===== src/rtl/fpu_cvt_seq.sv =====
`default_nettype none
// +-----------------------------------------------------------------------------+
// | fpu_cvt_seq : serial IEEE-754 single <-> INT_W-bit integer converter.       |
// | Define FPU_CVT_EARLY_EN to leave SHIFT as soon as alignment completes.      |
// | Revision    : 1.0                                                           |
// +-----------------------------------------------------------------------------+
module fpu_cvt_seq #(
  parameter int INT_W = 32
) (
  input  logic        clk,
  input  logic        rst,
  input  logic        start,
  input  logic [2:0]  i_op,
  input  logic [31:0] i_a,
  output logic        o_busy,
  output logic        o_valid,
  output logic        o_err,
  output logic [31:0] o_result,
  output logic [3:0]  o_flags
);

  typedef enum logic [2:0] {S_IDLE, S_CAPT, S_SHIFT, S_RND, S_DONE} state_t;

  localparam logic [31:0] C_MAX_S   = 32'h7FFF_FFFF >> (32 - INT_W);
  localparam logic [31:0] C_MAX_U   = 32'hFFFF_FFFF >> (32 - INT_W);
  localparam logic [31:0] C_MIN_S   = 32'hFFFF_FFFF << (INT_W - 1);
  localparam logic [7:0]  C_E_SAT_S = 8'(126 + INT_W);
  localparam logic [7:0]  C_E_SAT_U = 8'(127 + INT_W);

  state_t      r_state, w_next;
  logic [2:0]  r_op;
  logic [31:0] r_a, r_m, r_fval;
  logic [5:0]  r_sh, r_cnt;
  logic [7:0]  r_exp;
  logic        r_sign, r_sticky, r_force;
  logic [3:0]  r_fflags;

  logic             w_f2i, w_uns, w_ill, w_s, w_ineg, w_sticky0, w_force, w_al;
  logic [7:0]       w_e;
  logic [22:0]      w_frac;
  logic [55:0]      w_ext;
  logic [5:0]       w_shf;
  logic [INT_W-1:0] w_iraw, w_imag;
  logic [31:0]      w_ld_f, w_ld_i, w_max, w_fval, w_fres, w_ires, w_val;
  logic [3:0]       w_fflags, w_flg;
  logic [23:0]      w_mr;
  logic [7:0]       w_er;
  logic             w_g, w_st, w_up;

  assign w_f2i  = ~r_op[1];
  assign w_uns  = r_op[0];
  assign w_ill  = r_op[2];
  assign w_s    = r_a[31];
  assign w_e    = r_a[30:23];
  assign w_frac = r_a[22:0];

  // F2I: significand pre-scaled so the integer is r_m >> (INT_W-1-unbiased_exp)
  assign w_ext     = {1'b1, w_frac, 32'h0};
  assign w_sticky0 = |w_ext[55-INT_W:0];
  assign w_shf     = 6'(C_E_SAT_S - w_e);
  always_comb begin
    w_ld_f = '0;
    w_ld_f[INT_W-1:0] = w_ext[55 -: INT_W];
  end

  assign w_iraw = r_a[INT_W-1:0];
  assign w_ineg = ~w_uns & w_iraw[INT_W-1];
  assign w_imag = w_ineg ? -w_iraw : w_iraw;
  assign w_ld_i = 32'(w_imag) << (32 - INT_W);
  assign w_max  = w_uns ? C_MAX_U : C_MAX_S;

  // Operands whose result needs no shifting are resolved at unpack time.
  always_comb begin
    w_force  = 1'b0;
    w_fval   = '0;
    w_fflags = '0;
    if (w_f2i) begin
      if (w_e == 8'hFF && w_frac != '0) begin
        w_force = 1'b1; w_fval = w_max; w_fflags = 4'b1000;
      end else if (w_uns && w_s && w_e >= 8'd127) begin
        w_force = 1'b1; w_fflags = 4'b1000;
      end else if (w_e >= (w_uns ? C_E_SAT_U : C_E_SAT_S)) begin
        w_force = 1'b1; w_fflags = 4'b0100;
        w_fval  = (w_s && !w_uns) ? C_MIN_S : w_max;
      end else if (w_e < 8'd127) begin
        w_force = 1'b1; w_fflags = {3'b000, (w_e != '0) || (w_frac != '0)};
      end
    end else if (w_imag == '0) begin
      w_force = 1'b1;
    end
  end

  assign w_al = r_force | (w_f2i ? (r_sh == '0) : r_m[31]);

  assign w_g    = r_m[7];
  assign w_st   = |r_m[6:0];
  assign w_up   = w_g & (w_st | r_m[8]);
  assign w_mr   = {1'b0, r_m[30:8]} + 24'(w_up);
  assign w_er   = r_exp + 8'(w_mr[23]);
  assign w_ires = {r_sign, w_er, w_mr[22:0]};
  assign w_fres = r_sign ? -r_m : r_m;

  always_comb begin
    w_val = r_force ? r_fval : (w_f2i ? w_fres : w_ires);
    w_flg = r_force ? r_fflags : {3'b000, w_f2i ? r_sticky : (w_g | w_st)};
    if (w_f2i ? (w_val == '0) : (w_val[30:0] == '0)) w_flg[1] = 1'b1;
  end

`ifdef FPU_CVT_EARLY_EN
  logic w_al_ld, w_al_nx;
  assign w_al_ld = w_force | (w_f2i ? (w_shf == '0) : w_ld_i[31]);
  assign w_al_nx = w_al | (w_f2i ? (r_sh == 6'd1) : r_m[30]);
`endif

  always_ff @(posedge clk or posedge rst) begin
    if (rst) r_state <= S_IDLE;
    else     r_state <= w_next;
  end

  always_comb begin
    w_next = r_state;
    case (r_state)
      S_IDLE: if (start) w_next = S_CAPT;
      S_CAPT: begin
        if (w_ill) w_next = S_DONE;
`ifdef FPU_CVT_EARLY_EN
        else if (w_al_ld) w_next = S_RND;
`endif
        else w_next = S_SHIFT;
      end
      S_SHIFT: begin
`ifdef FPU_CVT_EARLY_EN
        if (w_al_nx) w_next = S_RND;
`else
        if (r_cnt == '0) w_next = S_RND;
`endif
      end
      S_RND:   w_next = S_DONE;
      S_DONE:  if (!start) w_next = S_IDLE;
      default: w_next = S_IDLE;
    endcase
  end

  assign o_busy  = (r_state == S_CAPT) || (r_state == S_SHIFT) || (r_state == S_RND);
  assign o_valid = (r_state == S_DONE);

  always_ff @(posedge clk or posedge rst) begin
    if (rst) begin
      r_op <= '0; r_a <= '0; r_m <= '0; r_fval <= '0; r_sh <= '0; r_cnt <= '0;
      r_exp <= '0; r_sign <= 1'b0; r_sticky <= 1'b0; r_force <= 1'b0; r_fflags <= '0;
      o_err <= 1'b0; o_result <= '0; o_flags <= '0;
    end else begin
      case (r_state)
        S_IDLE: if (start) begin
          r_op <= i_op;
          r_a  <= i_a;
        end
        S_CAPT: begin
          o_result <= '0;
          o_flags  <= '0;
          o_err    <= w_ill;
          r_m      <= w_f2i ? w_ld_f : w_ld_i;
          r_sh     <= w_shf;
          r_cnt    <= 6'(INT_W - 1);
          r_exp    <= C_E_SAT_S;
          r_sign   <= w_f2i ? w_s : w_ineg;
          r_sticky <= w_sticky0;
          r_force  <= w_force;
          r_fval   <= w_fval;
          r_fflags <= w_fflags;
        end
        S_SHIFT: begin
          r_cnt <= r_cnt - 6'd1;
          if (!w_al) begin
            if (w_f2i) begin
              r_m      <= r_m >> 1;
              r_sticky <= r_sticky | r_m[0];
              r_sh     <= r_sh - 6'd1;
            end else begin
              r_m   <= r_m << 1;
              r_exp <= r_exp - 8'd1;
            end
          end
        end
        S_RND: begin
          o_result <= w_val;
          o_flags  <= w_flg;
        end
        default: ;
      endcase
    end
  end

endmodule
`default_nettype wire


===== config.mk =====
export PLATFORM = sky130hd
export DESIGN_NAME = fpu_cvt_seq
export DESIGN_NICKNAME = d
export VERILOG_FILES = /design/src/rtl/fpu_cvt_seq.sv
export SDC_FILE = /design/constraint.sdc
export NUM_CORES = 1
export LEC_CHECK = 0
export ABC_AREA = 1
export CAP_MARGIN = 20
export CORE_MARGIN = 5
export CORE_UTILIZATION = 25
export CTS_CLUSTER_DIAMETER = 80
export DETAILED_ROUTE_END_ITERATION = 6
export DONT_BUFFER_PORTS = 1
export PLACE_DENSITY = 0.36
export REMOVE_ABC_BUFFERS = 1
export SYNTH_ARGS = -nofsm -noshare
export SYNTH_HDL_FRONTEND = slang
export SYNTH_SLANG_ARGS = --single-unit

===== constraint.sdc =====
create_clock -name clk -period 4.05 [get_ports clk]
set_clock_uncertainty 0.2 [all_clocks]
set_input_delay 0.6075 -clock clk [delete_from_list [all_inputs] [get_ports clk]]
set_output_delay 0.6075 -clock clk [all_outputs]
set_load 0.02 [all_outputs]

==> results.md <==
- Fillers: 4,347
- Post-CTS Setup Bufs: 0
- Area fraction in compound gates after synthesis: 17.6%
- Crit. End Element: register
- Total clock buffers created by CTS: 17
- Initial Util: 25.2%
- Vias in the first global route: 9,500
- RSZ-0062 raised after global routing: no
- CP peak stage delay: 0.55 ns
- Full die area: 42,800 um2
- Simple-Gate Fraction of Synth Area: 35.0%
- Cell mode on critical path: nand2_1
- Critical Path RT: 4.24 ns
- Hold Path Stages: 1
- Setup ws final: 0.758 ns
- Combinational fraction of design power: 53.8%
- Post-Route WL: 37,600 um
- DRT Pass-1 Iters: 7
- Die Wd: 207 um
- Dpl ws: 0.753 ns
- Min Tclk post-route: 3.29 ns
- Final Setup Violations: 0
- Post-DR vias/cell: 4.84
- Clock network power share: 17.3%
- Post-CTS sizing: 0
- H-tree Lvls: 4
- Internal cell power: 4.51 mW
- # hold bufs at CTS: 1
- EDFF count, synth: 0
- Sequential share of the synthesized area: 34.9%
- Final std cells w/o fill: 1,973
- DPL Wire Length: 28,600 um
- Area of the multi-input gates: 5480 um2
- Core ar.: 38,500 um2
- Mux contribution to synthesized area: 0.232%
- Adder-Cell Fraction of Synth Area: 1.94%
- Synth Area in XOR/XNOR: 1.72%
- Area grow syn2layout: 12.0%
- Global route total overflow: 0
- Post-synth top area cell: dfrtp_1
- Placement Rows: 72
- NumNets Final: 1,495
- Worst-skew pair later-pin latency: 0.45 ns
- Wire length on met3: 1290 um
- Synth area leaders: dfrtp_1 (35%), nand2_1 (15%), nand3_1 (8.3%)
- Final Max Tran Viols: 0
- Power Dens Cells: 900 nW/um2
- Via count: 9,557
- Leak pwr: 4.97 nW
- Register area: 3380 um2
- Die Y: 207 um
- Post-synth top area share: 34.9%
- Max-cap violations: 0
- Slowest-stage cell, CP: dfrtp_1
- Post-synth top cells: nand2_1 (378), nor2_1 (208), nand3_1 (160), dfrtp_1 (135), inv_1 (127)
- Crit Path Class: register to register
- Ant diodes: 0
- Synthesis Warnings: 0
- Main combinational cell family by area after synthesis: simple AND/OR/NAND/NOR gates
- NetSw: 5.25 mW
- Iteration-0 DRC Markers: 653
- Worst ir drop on vdd: 0.000233 V
- CP max FO: 9
- CP Cell Sequence: nand2_1 > nor2_4 > nand2_2 > nor2_4 > nand4_1 > nor2_1 > ha_1 > ha_1 > nand2_1 > nor2_1 > nor2_1 > a21oi_1 > nand2_1 > nand2_1 > nand3_1 > nor2_1 > nand3_1 > nor2_1 > nand2_1 > nand2_1
- Largest net degree at the start of global routing: 91
- First-pass GRT wire length: 58,300 um
- CTS tree: yes
- Slew at the pin closest to its max-slew limit: 0.766 ns
- Clock root cell: clkbuf_16
- Final Util: 28.2%
- GP Congestion: 0.848
- Buffers on Ports: 0
- Library cells used by synthesis: 46
- Slew HR: 48.8%
- Critical Path Start Type: register
- Async SR Flop Fraction: 100%
- Fin. Hold Viols: 0
- F_max: 304 MHz
- Tcrit/Tclk final: 81.3%
- Mapped Area: 9690 um2
- Cells on worst reg2reg path: 20
- WL/cell: 19.1 um
- Max Root-Sink Buffers: 2
- Dominant synthesized flop cell: dfrtp_1
- Seq pwr share: 28.9%
- Seq cells post-synth: 135
- Critical Path AT: 3.48 ns
- Global-route total usage across every layer: 17.8%
- Status: completed
- Drc violations: 0
- I/O pin total: 77
- Most frequent cell after synthesis: nand2_1
- Uppermost layer routed: met4
- Met2 wire length: 17,000 um
- Sw Share: 53.8%
- Synth Area per Inst: 6.56 um2
- WL met1: 18,600 um
- Share of layout cells above drive strength 1: 5.98%
- Synth Instances: 1,477
- Routed Antenna Nets: 0
- Clock transition at path regs: 0.07 ns
- Placed instance count: 1,940
- R2R Setup Slk: 0.76 ns
- Num Clock Sinks: 135
- Initial antenna violation count: 0
- Min-Delay Path Class: primary input to register
==> worst max-delay path: cells and delay by family, from the launching register on <==
kind            cells  cell delay, ns
fa+ha+maj           2            0.38
simple gates       17            1.93
flops               1            0.55
compound gates      1            0.17
==> state kept, by name, summed over array words and instances, names as in the netlist <==
signal and flops:
r_sh 6, r_sticky 1, r_sign 1, r_force 1, r_exp 8, r_state 3
o_flags 4, o_result 32, r_op 3, r_a 32, r_fflags 3, r_m 32
r_fval 2, o_err 1, r_cnt 6
==> logic make-up after synthesis <==
kind of cell	count (synthesis)
multiplexers	2
adder cells (fa/ha/maj)	15
XOR/XNOR	19
AND/OR/NAND/NOR	803
AO/OA/AOI/OAI	287
flip-flops	135
buffers and inverters	216
==> power by group through the flow <==
stage | Combinational (mW) | Sequential (mW) | Clock (mW)
after CTS | 5.31 | 2.82 | 1.75
after detailed placement | 5.29 | 2.85 | 0
after global routing | 5.96 | 2.92 | 1.79
after floorplan | 3.47 | 2.69 | 0
after global placement | 5.32 | 2.83 | 0
final | 5.25 | 2.82 | 1.69
==> worst paths after layout <==
| path | from | to |
|---|---|---|
| setup / recovery | r_m[10]$_DFFE_PP0P_ | o_flags[1]$_DFFE_PP0P_ |
| hold / removal | i_op[2] | r_op[2]$_DFFE_PP0P_ |
| setup reg to reg | r_m[10]$_DFFE_PP0P_ | o_flags[1]$_DFFE_PP0P_ |
| hold reg to reg | r_sticky$_DFFE_PP0P_ | r_sticky$_DFFE_PP0P_ |
| max in group asynchronous | rst | r_op[1]$_DFFE_PP0P_ |
| min in group asynchronous | rst | r_a[2]$_DFFE_PP0P_ |
==> cells in the final DEF (no fill, tap or decap), drive strengths merged, types with 10 or more instances in the layout <==
master / Yosys / layout
dfrtp: 135 / 135
a32o: 10 / 10
inv: 137 / 140
clkbuf: 42 / 19
a31oi: 22 / 22
nand4: 18 / 18
ha: 15 / 15
buf: 33 / 20
o21ai: 104 / 104
nand2: 381 / 381
o211ai: 29 / 29
a21oi: 86 / 86
nor2: 220 / 220
nand3: 161 / 161
xor2: 18 / 18
==> per-layer routing <==
metal / global-route usage, % / vias up
met4: 5.05 / 0
met5: 0 / -
li1: - / 4834
met1: 25.4 / 4533
met2: 27.8 / 161
met3: 2.87 / 29
==> cell type report <==
cell class                      instances  area share [%]
Sequential cell                       135            31.2
Timing Repair Buffer                   21            1.71
Clock buffer                           19            4.18
Tap cell                              518            5.97
Clock inverter                         13            1.56
Inverter                              141            4.93
Multi-Input combinational cell       1126            50.5
==> through the flow <==
step | hold WS, ns | total power [mW] | TNS (ns) | cell area, um2
2_1_floorplan | 0.257 | 6.16 | -63.39 | 9380
3_3_place_gp | 0.278 | 8.15 | 0 | 10200
3_5_place_dp | 0.289 | 8.14 | 0 | 10200
4_1_cts | 0.0720 | 9.88 | 0 | 10800
5_1_grt | 0.0780 | 10.7 | 0 | 10800
6_report | 0.105 | 9.76 | 0 | 10800
(Power assumes the default switching activity.)
